**config.mk**
```make
export PLATFORM = sky130hd
export DESIGN_NAME = serial_run_tx_flat
export DESIGN_NICKNAME = d
export VERILOG_FILES = /design/src/rtl/serial_run_pkg.sv /design/src/rtl/serial_run_tx_if.sv /design/src/rtl/serial_run_tracker.sv /design/src/rtl/serial_run_tx.sv /design/src/flat_wrapper.sv
export SDC_FILE = /design/constraint.sdc
export NUM_CORES = 1
export LEC_CHECK = 0
export CORE_MARGIN = 1
export CORE_UTILIZATION = 49
export DETAILED_ROUTE_END_ITERATION = 16
export PLACE_DENSITY = 0.81
export SKIP_CTS_REPAIR_TIMING = 1
export SLEW_MARGIN = 20
export SYNTH_ARGS = -nofsm -noshare
export SYNTH_HDL_FRONTEND = slang
export SYNTH_SLANG_ARGS = --single-unit
```
**constraint.sdc**
```tcl
create_clock -name clk -period 1.7 [get_ports clk]
set_input_delay 0.34 -clock clk [delete_from_list [all_inputs] [get_ports clk]]
set_output_delay 0.34 -clock clk [all_outputs]
set_load 0.05 [all_outputs]
```
**src/rtl/serial_run_pkg.sv**
```systemverilog
// Shared state encoding and default sizing for serial_run_tx and serial_run_tracker.
package serial_run_pkg;

  typedef enum logic [1:0] {
    IDLE  = 2'd0,
    SHIFT = 2'd1,
    STUFF = 2'd2
  } state_e;

  localparam int unsigned DEF_WIDTH   = 8;
  localparam int unsigned DEF_RUN_LEN = 3;
  localparam int unsigned RUN_CNT_W   = $clog2(DEF_RUN_LEN + 1);

endpackage

```
**src/rtl/serial_run_tx_if.sv**
```systemverilog
// Word handshake in, serial bit stream out, for serial_run_tx.
interface serial_run_tx_if #(
  parameter int unsigned WIDTH = serial_run_pkg::DEF_WIDTH
) ();

  logic [WIDTH-1:0] din;
  logic             din_valid;
  logic             din_ready;
  logic             a;
  logic             a_valid;
  logic             run_flag;
  logic             stuffed;

  modport master (
    output din, din_valid,
    input  din_ready, a, a_valid, run_flag, stuffed
  );

  modport slave (
    input  din, din_valid,
    output din_ready, a, a_valid, run_flag, stuffed
  );

endinterface

```
**src/rtl/serial_run_tracker.sv**
```systemverilog
// Tracks runs of equal valid bits; run_flag is aligned with the bit presented on the
// previous cycle's bit_in/bit_valid, and run_cnt is the run length including that bit.
module serial_run_tracker
  import serial_run_pkg::*;
#(
  parameter  int unsigned RUN_LEN = DEF_RUN_LEN,
  localparam int unsigned CNT_W   = $clog2(RUN_LEN + 1)
) (
  input  logic             clk,
  input  logic             rst,
  input  logic             bit_valid,
  input  logic             bit_in,
  output logic             run_flag,
  output logic [CNT_W-1:0] run_cnt
);

  localparam logic [CNT_W-1:0] CNT_MAX = CNT_W'(RUN_LEN);

  logic             last_bit_q, last_bit_d;
  logic             valid_q, valid_d;
  logic             run_flag_q, run_flag_d;
  logic [CNT_W-1:0] run_cnt_q, run_cnt_d;

  always_comb begin
    last_bit_d = last_bit_q;
    valid_d    = bit_valid;
    run_cnt_d  = '0;
    run_flag_d = 1'b0;
    if (bit_valid) begin
      last_bit_d = bit_in;
      if (!valid_q || (bit_in != last_bit_q)) begin
        run_cnt_d = CNT_W'(1);
      end else if (run_cnt_q == CNT_MAX) begin
        run_cnt_d = CNT_MAX;
      end else begin
        run_cnt_d = run_cnt_q + CNT_W'(1);
      end
      run_flag_d = (run_cnt_d == CNT_MAX);
    end
  end

  always_ff @(posedge clk) begin
    if (!rst) begin
      last_bit_q <= 1'b0;
      valid_q    <= 1'b0;
      run_cnt_q  <= '0;
      run_flag_q <= 1'b0;
    end else begin
      last_bit_q <= last_bit_d;
      valid_q    <= valid_d;
      run_cnt_q  <= run_cnt_d;
      run_flag_q <= run_flag_d;
    end
  end

  assign run_flag = run_flag_q;
  assign run_cnt  = run_cnt_q;

endmodule

```
**src/rtl/serial_run_tx.sv**
```systemverilog
// Parallel-to-serial transmitter, MSB first, flagging completed runs of RUN_LEN bits.
// Defining SERIAL_RUN_TX_STUFF_EN adds bit stuffing so no run ever reaches RUN_LEN.
module serial_run_tx
  import serial_run_pkg::*;
#(
  parameter int unsigned WIDTH   = DEF_WIDTH,
  parameter int unsigned RUN_LEN = DEF_RUN_LEN
) (
  input logic            clk,
  input logic            rst,
  serial_run_tx_if.slave bus
);

  localparam int unsigned REM_W = $clog2(WIDTH);
  localparam int unsigned CNT_W = $clog2(RUN_LEN + 1);
  localparam logic [CNT_W-1:0] STUFF_AT = CNT_W'(RUN_LEN - 1);

`ifdef SERIAL_RUN_TX_STUFF_EN
  localparam bit STUFF_EN = 1'b1;
`else
  localparam bit STUFF_EN = 1'b0;
`endif

  state_e           state_q, state_d;
  logic [WIDTH-1:0] shreg_q, shreg_d;
  logic [REM_W-1:0] rem_q, rem_d;
  logic             a_q, a_d;
  logic             a_valid_q, a_valid_d;
  logic             stuffed_q, stuffed_d;
  logic             stuff_pending, last_bit, accept, run_flag;
  logic [CNT_W-1:0] run_cnt;

  // Only data bits trigger stuffing; run_cnt describes the bit currently on a.
  assign stuff_pending = STUFF_EN && (state_q == SHIFT) && (run_cnt == STUFF_AT);
  assign last_bit      = (state_q != IDLE) && (rem_q == '0) && !stuff_pending;
  assign bus.din_ready = rst && ((state_q == IDLE) || last_bit);
  assign accept        = bus.din_valid && bus.din_ready;

  always_comb begin
    state_d   = state_q;
    shreg_d   = shreg_q;
    rem_d     = rem_q;
    a_d       = a_q;
    a_valid_d = a_valid_q;
    stuffed_d = 1'b0;
    if (stuff_pending) begin
      state_d   = STUFF;
      a_d       = ~a_q;
      a_valid_d = 1'b1;
      stuffed_d = 1'b1;
    end else if ((state_q != IDLE) && (rem_q != '0)) begin
      state_d   = SHIFT;
      a_d       = shreg_q[WIDTH-1];
      shreg_d   = {shreg_q[WIDTH-2:0], 1'b0};
      rem_d     = rem_q - REM_W'(1);
      a_valid_d = 1'b1;
    end else if (accept) begin
      state_d   = SHIFT;
      a_d       = bus.din[WIDTH-1];
      shreg_d   = {bus.din[WIDTH-2:0], 1'b0};
      rem_d     = REM_W'(WIDTH - 1);
      a_valid_d = 1'b1;
    end else begin
      state_d   = IDLE;
      a_d       = 1'b0;
      a_valid_d = 1'b0;
    end
  end

  always_ff @(posedge clk) begin
    if (!rst) begin
      state_q   <= IDLE;
      shreg_q   <= '0;
      rem_q     <= '0;
      a_q       <= 1'b0;
      a_valid_q <= 1'b0;
      stuffed_q <= 1'b0;
    end else begin
      state_q   <= state_d;
      shreg_q   <= shreg_d;
      rem_q     <= rem_d;
      a_q       <= a_d;
      a_valid_q <= a_valid_d;
      stuffed_q <= stuffed_d;
    end
  end

  // Fed the next-cycle bit so its registered flag lines up with a_q.
  serial_run_tracker #(.RUN_LEN(RUN_LEN)) u_tracker (
    .clk      (clk),
    .rst      (rst),
    .bit_valid(a_valid_d),
    .bit_in   (a_d),
    .run_flag (run_flag),
    .run_cnt  (run_cnt)
  );

  assign bus.a        = a_q;
  assign bus.a_valid  = a_valid_q;
  assign bus.run_flag = run_flag;
  assign bus.stuffed  = STUFF_EN ? stuffed_q : 1'b0;

endmodule

```
**src/flat_wrapper.sv**
```systemverilog
// flat-port wrapper written by rule: the top's interface ports become plain ports
module serial_run_tx_flat import serial_run_pkg::*;
#(
  parameter int unsigned WIDTH   = DEF_WIDTH,
  parameter int unsigned RUN_LEN = DEF_RUN_LEN
)
  (clk, rst, bus_din, bus_din_valid, bus_din_ready, bus_a, bus_a_valid, bus_run_flag, bus_stuffed);
  serial_run_tx_if #(.WIDTH(WIDTH)) bus_i ();
  input logic clk;
  input logic rst;
  input wire logic [$bits(bus_i.din)-1:0] bus_din;
  input wire logic [$bits(bus_i.din_valid)-1:0] bus_din_valid;
  output wire logic [$bits(bus_i.din_ready)-1:0] bus_din_ready;
  output wire logic [$bits(bus_i.a)-1:0] bus_a;
  output wire logic [$bits(bus_i.a_valid)-1:0] bus_a_valid;
  output wire logic [$bits(bus_i.run_flag)-1:0] bus_run_flag;
  output wire logic [$bits(bus_i.stuffed)-1:0] bus_stuffed;
  assign bus_i.din = bus_din;
  assign bus_i.din_valid = bus_din_valid;
  assign bus_din_ready = bus_i.din_ready;
  assign bus_a = bus_i.a;
  assign bus_a_valid = bus_i.a_valid;
  assign bus_run_flag = bus_i.run_flag;
  assign bus_stuffed = bus_i.stuffed;
  serial_run_tx #(.WIDTH(WIDTH), .RUN_LEN(RUN_LEN)) u_core (.clk(clk), .rst(rst), .bus(bus_i));
endmodule
```
==> impl_metrics.tcl <==
set metrics [dict create \
    syn_inst 83 \
    hold_start "u_core.rem_q[0]" \
    cts-buffers-inserted 3 \
    clock_path_buffers 2 \
    final_period_minus_worst_setup_slack_ns 1.763 \
    synth.yosys.seq_area_share_pct 38.73 \
    final_area_um2 1086 \
    fin_worst_hold_slack_ns 0.4722 \
    drt_first_iter_violations 10 \
    placed_cell_area_um2 1008 \
    status "finished, violations left" \
    full_die_area_um2 1856 \
    commonest_non_fill_non_tap_cell_in_the_layout "sky130_fd_sc_hd__dfxtp_1" \
    reg2reg_setup_slack_ns 0.09 \
    wire_per_inst_um 14.31 \
    clk_latency_ns 0.29 \
    num_antenna_cells 0 \
    detailroute.wirelength.met2_um 796 \
    leakage_uw 0.0005030 \
    globalRouteOverflowTotal 0 \
    final_nets 115 \
    final_util_pct 70.45 \
    ir_drop_mv 0.7131 \
    via_count_of_the_first_global_routing_pass 619 \
    internal-power_uw 628.2 \
    critical_path.max_fanout 2 \
    swShare_pct 29.17 \
    finalWirelength_um 1660 \
    worstHoldEndpoint "u_core.rem_q[0]" \
    power.combinational.fraction_pct 28.3 \
    ys_ff_latch 16 \
    setup_slack_ns -0.06311 \
    rsz0062_at_grt "true" \
    rows 14 \
    arrival_time_worst_endpoint_ns 1.42 \
    dr_wl_met3_um 48 \
    final_hold_viol_count 0 \
    m1WireLength_um 777 \
    via_density_per_instance 5.828 \
    r2r-end "u_core.u_tracker.run_cnt[0]" \
    gr-usage-all-layers_pct 19.84 \
    die_w_um 43.09 \
    layout-area-overhead-vs-synth_pct 31.32 \
    worst_setup_hold_path_clk_slew_ns 0.09 \
    max_cap_viol_count 0 \
    synthesis.nets 96 \
    worstHoldPathType "reg -> reg" \
    powerDensity_nw_per_um2 816.7 \
    cts_sinks 16 \
    endpoint_kind_of_the_worst_setup_timing_path "output pin" \
    failing_checks "negative setup slack" \
    synthesis.area_um2 827.0 \
    topRoutingLayerUsed "met4" \
    hold_path_depth 2 \
    postRouteAntennaNets 0 \
    layout.cells.most_common_list "sky130_fd_sc_hd__dfxtp_1 (13), sky130_fd_sc_hd__nand2_1 (10), sky130_fd_sc_hd__clkdlybuf4s50_1 (10), sky130_fd_sc_hd__buf_4 (10), sky130_fd_sc_hd__mux2i_1 (9)" \
    share_seq_of_total_power_pct 49.2 \
    clock-root-buffer "sky130_fd_sc_hd__clkbuf_4" \
    clkPwrFrac_pct 22.5 \
    fmax_ghz 0.5672 \
    gp_routability_congestion 0.7448 \
    rr_worst_depth 8 \
    wire_length_of_the_first_global_routing_pass_um 2732 \
    floorplan.core_area_um2 1541 \
    fillerInstances 113 \
    antenna_found_initial 0 \
    portBuffers 14 \
    critPathRequiredTime_ns 1.36 \
    num_vias 676 \
    drive_gt1_share_pct 27.00 \
    final.setup_skew_ns 0.009716 \
    type_of_element_launching_the_critical_path "flip-flop" \
    largest_net_degree_at_the_start_of_global_routing 19 \
    worst_r2r_startpoint "u_core.rem_q[1]" \
    avgSynthCellArea_um2 9.964 \
    fin_crit_sh_pct 103.7 \
    crit_type "reg -> out" \
    slew_violations 0 \
    drt_drc_violations_left 0 \
    start_util_pct 53.65 \
    net_switching_power_uw 258.7 \
    drt-pass1-iter-count 4 \
    place.detailed.hpwl_um 1063 \
    setup-violations-final 1 \
    die_y_um 43.09 \
    cts_tree "done" \
    synth_cell_type_count 27 \
    cts_htree_levels 1 \
    ioPinCount 16 \
    synth_warnings 0 \
]
==> synth_stat cells <==
cell	instances	area share, %
sky130_fd_sc_hd__buf_4	2	1.8
sky130_fd_sc_hd__a41oi_4	1	3.3
sky130_fd_sc_hd__o221a_1	1	1.4
sky130_fd_sc_hd__nand2_1	10	4.5
sky130_fd_sc_hd__o21ba_2	1	1.2
sky130_fd_sc_hd__o21a_1	2	1.8
sky130_fd_sc_hd__conb_1	1	0.45
sky130_fd_sc_hd__o21ai_0	1	0.60
sky130_fd_sc_hd__and3b_1	1	1.1
sky130_fd_sc_hd__buf_2	6	3.6
sky130_fd_sc_hd__and2_1	2	1.5
sky130_fd_sc_hd__nand4b_1	1	1.1
sky130_fd_sc_hd__nand2b_1	1	0.76
sky130_fd_sc_hd__dfxtp_1	16	39
sky130_fd_sc_hd__a21boi_0	1	0.91
sky130_fd_sc_hd__a21boi_1	1	0.91
sky130_fd_sc_hd__o211a_1	6	7.3
sky130_fd_sc_hd__inv_1	3	1.4
sky130_fd_sc_hd__and4_1	1	1.1
sky130_fd_sc_hd__o2111ai_1	4	4.2
sky130_fd_sc_hd__or4_1	1	0.91
sky130_fd_sc_hd__nand3b_1	1	0.91
sky130_fd_sc_hd__o311a_1	2	2.4
sky130_fd_sc_hd__ha_1	2	3.0
sky130_fd_sc_hd__clkbuf_1	1	0.45
sky130_fd_sc_hd__nor2b_1	5	3.8
sky130_fd_sc_hd__mux2i_1	9	11
==> layout make-up <==
type                       instances  area [um^2]  share of cell area, %
multi-input combinational         55        481.7                  44.35
sequential                        16        324.1                  29.84
timing repair buffer              23        226.5                  20.85
clock buffer                       3        22.52                  2.074
tap                               16        20.02                  1.843
inverter                           3        11.26                  1.037
==> cell families after synthesis <==
group | after synthesis | share of synthesized area [%]
AND/OR/NAND/NOR | 23 | 15.58
AO/OA/AOI/OAI | 20 | 24.05
flip-flops | 16 | 38.73
buffers and inverters | 12 | 7.261
multiplexers | 9 | 10.89
adder cells (fa/ha/maj) | 2 | 3.025
other | 1 | 0.4534
==> layer usage <==
metal	vias to the layer above	track usage [%]
li1	336	-
met1	322	25.26
met2	14	30.15
met3	4	4.255
met4	0	12.12
met5	-	0
==> power by group through the flow <==
| stage | logic (uW) | registers (uW) | clock network [uW] |
|---|---|---|---|
| after floorplan | 138 | 442 | 0 |
| after detailed placement | 216 | 442 | 0 |
| after global placement | 213 | 439 | 0 |
| after CTS | 218 | 433 | 204 |
| final | 251 | 437 | 199 |
| after global routing | 274 | 440 | 218 |
==> how the worst max path moves through the flow <==
stage | start | endpoint
6_report | u_core.rem_q[1] | bus_din_ready
5_1_grt | u_core.rem_q[1] | bus_din_ready
4_1_cts | u_core.rem_q[0] | bus_din_ready
3_5_place_dp | u_core.rem_q[0] | u_core.u_tracker.run_flag
3_3_place_gp | u_core.rem_q[0] | u_core.u_tracker.run_flag
2_1_floorplan | u_core.rem_q[0] | bus_din_ready
==> worst max-delay path, cell delays in order, from the launching register on <==
cell and delay (ns):
sky130_fd_sc_hd__dfxtp_2 0.35, sky130_fd_sc_hd__inv_2 0.04, sky130_fd_sc_hd__ha_4 0.15, sky130_fd_sc_hd__ha_4 0.15
sky130_fd_sc_hd__nand2b_4 0.13, sky130_fd_sc_hd__and2_4 0.17, sky130_fd_sc_hd__buf_12 0.14
==> state kept, by name, summed over array words and instances (netlist names) <==
| name | cells |
|---|---|
| u_core.shreg_q | 7 |
| u_core.rem_q | 3 |
| u_core.u_tracker.run_cnt | 2 |
| u_core.bus.a | 1 |
| u_core.bus.a_valid | 1 |
| u_core.u_tracker.last_bit_q | 1 |
| u_core.u_tracker.run_flag | 1 |
==> stage by stage <==
| step | instances | setup TNS (ns) | setup slack (ns) | total power, uW |
|---|---|---|---|---|
| 2_1_floorplan | 83 | 0 | 0.04881 | 580.8 |
| 3_3_place_gp | 111 | 0 | 0.08208 | 651.6 |
| 3_5_place_dp | 111 | 0 | 0.02916 | 657.9 |
| 4_1_cts | 114 | -0.2872 | -0.2819 | 854.1 |
| 5_1_grt | 116 | -0.1112 | -0.1112 | 932.3 |
| 6_report | 116 | -0.06311 | -0.06311 | 887.0 |
Power figures use the tool's default switching activity.
